<file path="src/rtl/traffic_pkg.sv">
// traffic_pkg
// Shared definitions for the intersection phase scheduler: lamp codes,
// state encodings (also driven out on the debug phase bus) and direction codes.
package traffic_pkg;

  // Lamp bus codes, bit order {red, yellow, green}
  localparam logic [2:0] RED    = 3'b100;
  localparam logic [2:0] YELLOW = 3'b010;
  localparam logic [2:0] GREEN  = 3'b001;

  // Direction codes for emerg_dir and next_dir
  localparam logic DIR_A = 1'b0;
  localparam logic DIR_B = 1'b1;

  // Phase codes; the numeric values are visible on the phase output
  typedef enum logic [2:0] {
    A_GRN = 3'd0,
    A_YEL = 3'd1,
    AR_AB = 3'd2,
    B_GRN = 3'd3,
    B_YEL = 3'd4,
    AR_BA = 3'd5,
    WALK  = 3'd6
  } state_t;

  // Green phase serving the given direction
  function automatic state_t green_of(input logic dir);
    return (dir == DIR_B) ? B_GRN : A_GRN;
  endfunction

endpackage

</file>
<file path="src/rtl/phase_timer.sv">
// phase_timer
// 8-bit saturating up-counter measuring time spent in the current phase.
// Ports:
//   clk   - system clock (1 Hz tick)
//   reset - synchronous, active-high; forces count to 0
//   clr   - synchronous clear, asserted on the edge that changes phase
//   count - cycles elapsed in the current phase, sticks at 255
module phase_timer (
  input  logic       clk,
  input  logic       reset,
  input  logic       clr,
  output logic [7:0] count
);

  always_ff @(posedge clk) begin
    if (reset || clr) begin
      count <= 8'd0;
    end else if (count != 8'hFF) begin
      count <= count + 8'd1;
    end
  end

endmodule

</file>
<file path="src/rtl/traffic_phase_scheduler.sv">
// traffic_phase_scheduler
// Demand-driven phase sequencer for a two-road intersection (main road A,
// side road B) with an all-way pedestrian WALK phase and emergency preemption.
// Ports:
//   clk       - system clock, 1 Hz tick (one cycle = one second)
//   reset     - synchronous, active-high
//   car_a     - vehicle waiting on road A (level)
//   car_b     - vehicle waiting on road B (level)
//   ped_req   - pedestrian button (pulse or level)
//   emerg_req - emergency preemption request (level)
//   emerg_dir - preempted direction, 0 = A, 1 = B
//   light_A   - road A lamps {red, yellow, green}
//   light_B   - road B lamps {red, yellow, green}
//   walk      - pedestrian walk lamp
//   phase     - current state code for debug/monitoring
module traffic_phase_scheduler
  import traffic_pkg::*;
#(
  parameter int GREEN_MIN = 5,
  parameter int GREEN_MAX = 10,
  parameter int YELLOW_T  = 2,
  parameter int ALLRED_T  = 1,
  parameter int WALK_T    = 4
) (
  input  logic       clk,
  input  logic       reset,
  input  logic       car_a,
  input  logic       car_b,
  input  logic       ped_req,
  input  logic       emerg_req,
  input  logic       emerg_dir,
  output logic [2:0] light_A,
  output logic [2:0] light_B,
  output logic       walk,
  output logic [2:0] phase
);

  // Timer values seen in the last cycle of each timed interval
  localparam logic [7:0] GMIN_LAST   = 8'(GREEN_MIN - 1);
  localparam logic [7:0] GMAX_LAST   = 8'(GREEN_MAX - 1);
  localparam logic [7:0] YEL_LAST    = 8'(YELLOW_T - 1);
  localparam logic [7:0] ALLRED_LAST = 8'(ALLRED_T - 1);
  localparam logic [7:0] WALK_LAST   = 8'(WALK_T - 1);

  state_t     state;
  state_t     state_next;
  logic [7:0] t;
  logic       clr;
  logic       ped_pend;
  logic       next_dir;
  logic       emerg_a;
  logic       emerg_b;

  assign emerg_a = emerg_req && (emerg_dir == DIR_A);
  assign emerg_b = emerg_req && (emerg_dir == DIR_B);
  assign clr     = (state_next != state);

  phase_timer u_timer (
    .clk   (clk),
    .reset (reset),
    .clr   (clr),
    .count (t)
  );

  always_ff @(posedge clk) begin
    if (reset) begin
      state <= A_GRN;
    end else begin
      state <= state_next;
    end
  end

  // Yellow is never shortened; only greens and WALK react to preemption.
  always_comb begin
    state_next = state;
    case (state)
      A_GRN: begin
        if (emerg_b || (!emerg_a && (t >= GMIN_LAST) && (car_b || ped_pend))) begin
          state_next = A_YEL;
        end
      end
      A_YEL: begin
        if (t == YEL_LAST) state_next = AR_AB;
      end
      B_GRN: begin
        if (emerg_a ||
            (!emerg_b && (t >= GMIN_LAST) &&
             (!car_b || ped_pend || (car_a && (t >= GMAX_LAST))))) begin
          state_next = B_YEL;
        end
      end
      B_YEL: begin
        if (t == YEL_LAST) state_next = AR_BA;
      end
      AR_AB, AR_BA: begin
        if (t == ALLRED_LAST) begin
          if (emerg_req)     state_next = green_of(emerg_dir);
          else if (ped_pend) state_next = WALK;
          else               state_next = green_of(next_dir);
        end
      end
      WALK: begin
        if (emerg_req)            state_next = green_of(emerg_dir);
        else if (t == WALK_LAST)  state_next = green_of(next_dir);
      end
      default: state_next = A_GRN;
    endcase
  end

  // next_dir latches on entry to each all-red: the road that was not just
  // served is the one a WALK hands over to.
  always_ff @(posedge clk) begin
    if (reset) begin
      ped_pend <= 1'b0;
      next_dir <= DIR_B;
    end else begin
      if (state_next == WALK && state != WALK) begin
        ped_pend <= 1'b0;
      end else if (ped_req && state != WALK) begin
        ped_pend <= 1'b1;
      end
      if (state_next == AR_AB && state != AR_AB) begin
        next_dir <= DIR_B;
      end else if (state_next == AR_BA && state != AR_BA) begin
        next_dir <= DIR_A;
      end
    end
  end

  always_comb begin
    light_A = RED;
    light_B = RED;
    walk    = 1'b0;
    case (state)
      A_GRN:   light_A = GREEN;
      A_YEL:   light_A = YELLOW;
      B_GRN:   light_B = GREEN;
      B_YEL:   light_B = YELLOW;
      WALK:    walk    = 1'b1;
      default: ;
    endcase
  end

  assign phase = state;

endmodule

</file>
<file path="config.mk">
export PLATFORM = sky130hd
export DESIGN_NAME = traffic_phase_scheduler
export DESIGN_NICKNAME = d
export VERILOG_FILES = /design/src/rtl/traffic_pkg.sv /design/src/rtl/phase_timer.sv /design/src/rtl/traffic_phase_scheduler.sv
export SDC_FILE = /design/constraint.sdc
export NUM_CORES = 1
export LEC_CHECK = 0
export CORE_ASPECT_RATIO = 0.75
export CORE_MARGIN = 2
export CORE_UTILIZATION = 25
export CTS_BUF_LIST = sky130_fd_sc_hd__clkbuf_16
export CTS_CLUSTER_DIAMETER = 200
export DETAILED_ROUTE_END_ITERATION = 8
export GPL_TIMING_DRIVEN = 0
export PLACE_DENSITY = 0.4
export SLEW_MARGIN = 20
export SYNTH_ARGS = -nofsm -noshare
export SYNTH_HDL_FRONTEND = slang
export SYNTH_SLANG_ARGS = --single-unit
</file>
<file path="constraint.sdc">
create_clock -name clk -period 2.9 [get_ports clk]
set_input_delay 0.58 -clock clk [delete_from_list [all_inputs] [get_ports clk]]
set_output_delay 0.58 -clock clk [all_outputs]
set_load 0.005 [all_outputs]
</file>
==> run_results.csv, run 1 <==
group,metric,value,unit
status,outcome,"finished clean",
floorplanning,start_util,26.6,%
grt,antenna_found_initial,0,
synthesis,synthFlopType,"dfxtp_1",
synthesis,ys_top_cells_by_area,"dfxtp_1, nor3_1, ha_1",
pwr,power,724,uW
cells_and_area,antenna_cells,0,
timing,clock_skew,1.16,ps
setup_path,critPathSlowestCell,"clkdlybuf4s50_1",
routing,viasPerCell,5.22,
cts,clk_latency,240,ps
placement,dp_hpwl,2.44,mm
grt,overflow,0,
synthesis,synth_edf_count,0,
setup_path,crit_chain,"clkbuf_1 -> nor2b_1 -> nand2_1 -> inv_1 -> clkdlybuf4s50_1",
setup_path,cp_num_buf_inv,3,
cells_and_area,final_common_cell,"clkdlybuf4s50_1",
routing,firstDrtPassIters,4,
routing,drt-wirelength-per-cell,14.9,um
setup_path,cp-end-kind,"primary output",
synthesis,synth_cell_type_count,49,
timing,worst_pin_slew,665,ps
routing,drt_wl_total,3.20,mm
timing,hold_viol,0,
cts,cts_buffer_depth,2,
cts,cts_root_buf,"clkbuf_16",
cts,clk_pin_slew,50,ps
synthesis,yosysTopAreaCellShare,23.6,%
grt,grt_usage,13.7,%
placement,dp_cells,210,
routing,drtAntennaViolNets,0,
cells_and_area,final_cells,214,
cells_and_area,fin_util,34.0,%
setup_path,critPathKind,"reg2out",
grt,grt_pass1_wl,5.11,mm
timing,rsz0062_at_grt,"false",
setup_path,slowest_delay,500,ps
timing,report.final.slew_viol_count,0,
synthesis,syn_area_per_cell,7.95,um^2
synthesis,netlist_instances,139,
cts,htree_levels,1,
pwr,cellLeakagePower,0.525,nW
cells_and_area,layout_common_cells,"clkdlybuf4s50_1, nand2_1, dfxtp_1",
cells_and_area,regArea,260,um^2
synthesis,ys_ff_latch,13,
synthesis,syn_nets,150,
cts,cts_tree,"built",
synthesis,syn_area,0.00110,mm^2
pwr,ir_drop,0.000181,V
timing,maxSlewHeadroom,55.4,%
setup_path,cp_top_family,"buffers and inverters",
setup_path,crit_path_start_kind,"register",
setup_path,critical_path_arrival,2110,ps
cts,cts.hold.buffers_added,0,
cells_and_area,fin_nets,171,
cts,cts_buffers,3,
placement,io_buffers,16,
placement,place.gp.congestion,0.898,
floorplanning,core_area,0.00415,mm^2
timing,setup_viol,0,
grt,grt_max_degree,11,
routing,dr.first_iter.drc_count,127,
grt,grt_pass1_vias,979,
synthesis,yosysTopAreaCell,"dfxtp_1",
setup_path,crit_fanout,10,
cells_and_area,n_fill_cell,449,
floorplanning,die_w,80.8,um
floorplanning,rows,20,
synthesis,yosysWarnings,0,
hold_path,min_path_type,"reg2reg",
floorplanning,die-area,0.00497,mm^2
cells_and_area,drive_gt1_share,11.3,%
cts,postCtsSetupBuffers,0,
timing,setup_tns,0,ps
job,max_cap_violations,0,
synthesis,async_reset_ff_share,0,%
cts,cts_resized,0,
setup_path,worstPathRequired,2320,ps
floorplanning,ios,17,
pwr,powerDensity,512,mW/mm^2
cells_and_area,multi_input_area,788,um^2
timing,fmax,372,MHz
floorplanning,die_h,61.6,um
timing,final.min_clock_period,2690,ps
cts,numClockSinks,13,
cells_and_area,area_growth,28.0,%
timing,min_period_over_period,92.6,%
synthesis,synth-seq-area-share,23.6,%
routing,drc,0,
routing,num_vias,1118,
-- final cells by class --
type | instances | area share [%]
Multi-Input combinational cell | 112 | 55.8
Sequential cell | 13 | 18.4
Timing Repair Buffer | 16 | 11.3
Clock buffer | 3 | 5.31
Tap cell | 55 | 4.87
Inverter | 9 | 2.39
Buffer | 5 | 1.59
Clock inverter | 1 | 0.354
-- sequential cells by signal, indices dropped and copies added (netlist names) --
register,count
ped_pend,1
phase,3
next_dir,1
u_timer.count,8
-- tightest hold or removal path, cell delays in order, from the launching register on --
cell and delay [ps]:
dfxtp_1 340, nand3_1 80, o2111ai_1 90
-- cells by family (layout without fill, tap and decap cells) --
| family | count (synthesis) | count (layout) | share of synthesized area (%) |
|---|---|---|---|
| xor gates and xnor gates | 3 | 3 | 3.06 |
| muxes | 2 | 2 | 1.81 |
| DFF | 13 | 13 | 23.6 |
| buffers and inverters | 14 | 34 | 5.10 |
| AOI/OAI and AO/OA | 33 | 33 | 22.2 |
| and+or+nand+nor | 70 | 70 | 39.8 |
| adders and majority gates | 4 | 4 | 4.53 |
-- per-layer routing --
layer	share of wire, %	global-route usage (%)	vias to the layer above
li1	-	-	569
met1	53	21.5	510
met2	39	17.4	35
met3	7.2	2.93	4
met4	0.91	5.57	0
met5	0	0	-
-- final timing paths --
kind	from	to	slack [ps]	depth (start not counted)
worst max-delay path	phase[2]$_SDFF_PP0_	walk	210	5
worst min register to register	next_dir$_SDFFE_PP1P_	next_dir$_SDFFE_PP1P_	570	2
worst min-delay path	next_dir$_SDFFE_PP1P_	next_dir$_SDFFE_PP1P_	570	2
worst max register to register	u_timer.count[1]$_SDFFE_PP0P_	u_timer.count[2]$_SDFFE_PP0P_	270	8
-- through the flow --
stage	setup WS, ps	area, um^2	hold WS, ps
3_5_place_dp	53.7	1330	565
2_1_floorplan	698	1100	507
5_1_grt	6.66	1410	608
6_report	214	1410	574
4_1_cts	230	1410	572
3_3_place_gp	46.9	1330	563
-- power by group --
part,leakage (nW),switching [mW],internal [mW]
Combinational,0.378,0.132,0.110
Sequential,0.106,0.0225,0.194
Clock,0.0409,0.0817,0.184
Total,0.525,0.236,0.488
-- synth_stat cells, types with 2 or more instances --
cell / instances
dfxtp_1: 13
mux2i_1: 2
nor4b_1: 2
buf_2: 3
nand4_1: 4
o2111ai_1: 2
inv_1: 9
o211ai_1: 3
a21o_1: 2
a21oi_1: 5
nor4_4: 2
nor3_1: 11
nor3_2: 2
a31oi_1: 3
nand2_1: 13
nand3_1: 8
nor2_1: 6
nand3b_1: 2
and2_1: 2
o21ai_0: 2
a22o_1: 2
nand2b_1: 4
a211oi_1: 3
nor3b_1: 4
clkbuf_1: 2
ha_1: 4
nand4b_1: 2
(Power assumes the default switching activity.)
==> run 2: changes to the inputs <==
GPL_ROUTABILITY_DRIVEN = 0   (was not set)
SLEW_MARGIN = 30   (was 20)
==> results of run 2 <==
No change in the layout: final DEF, timing and power equal those of run 1.
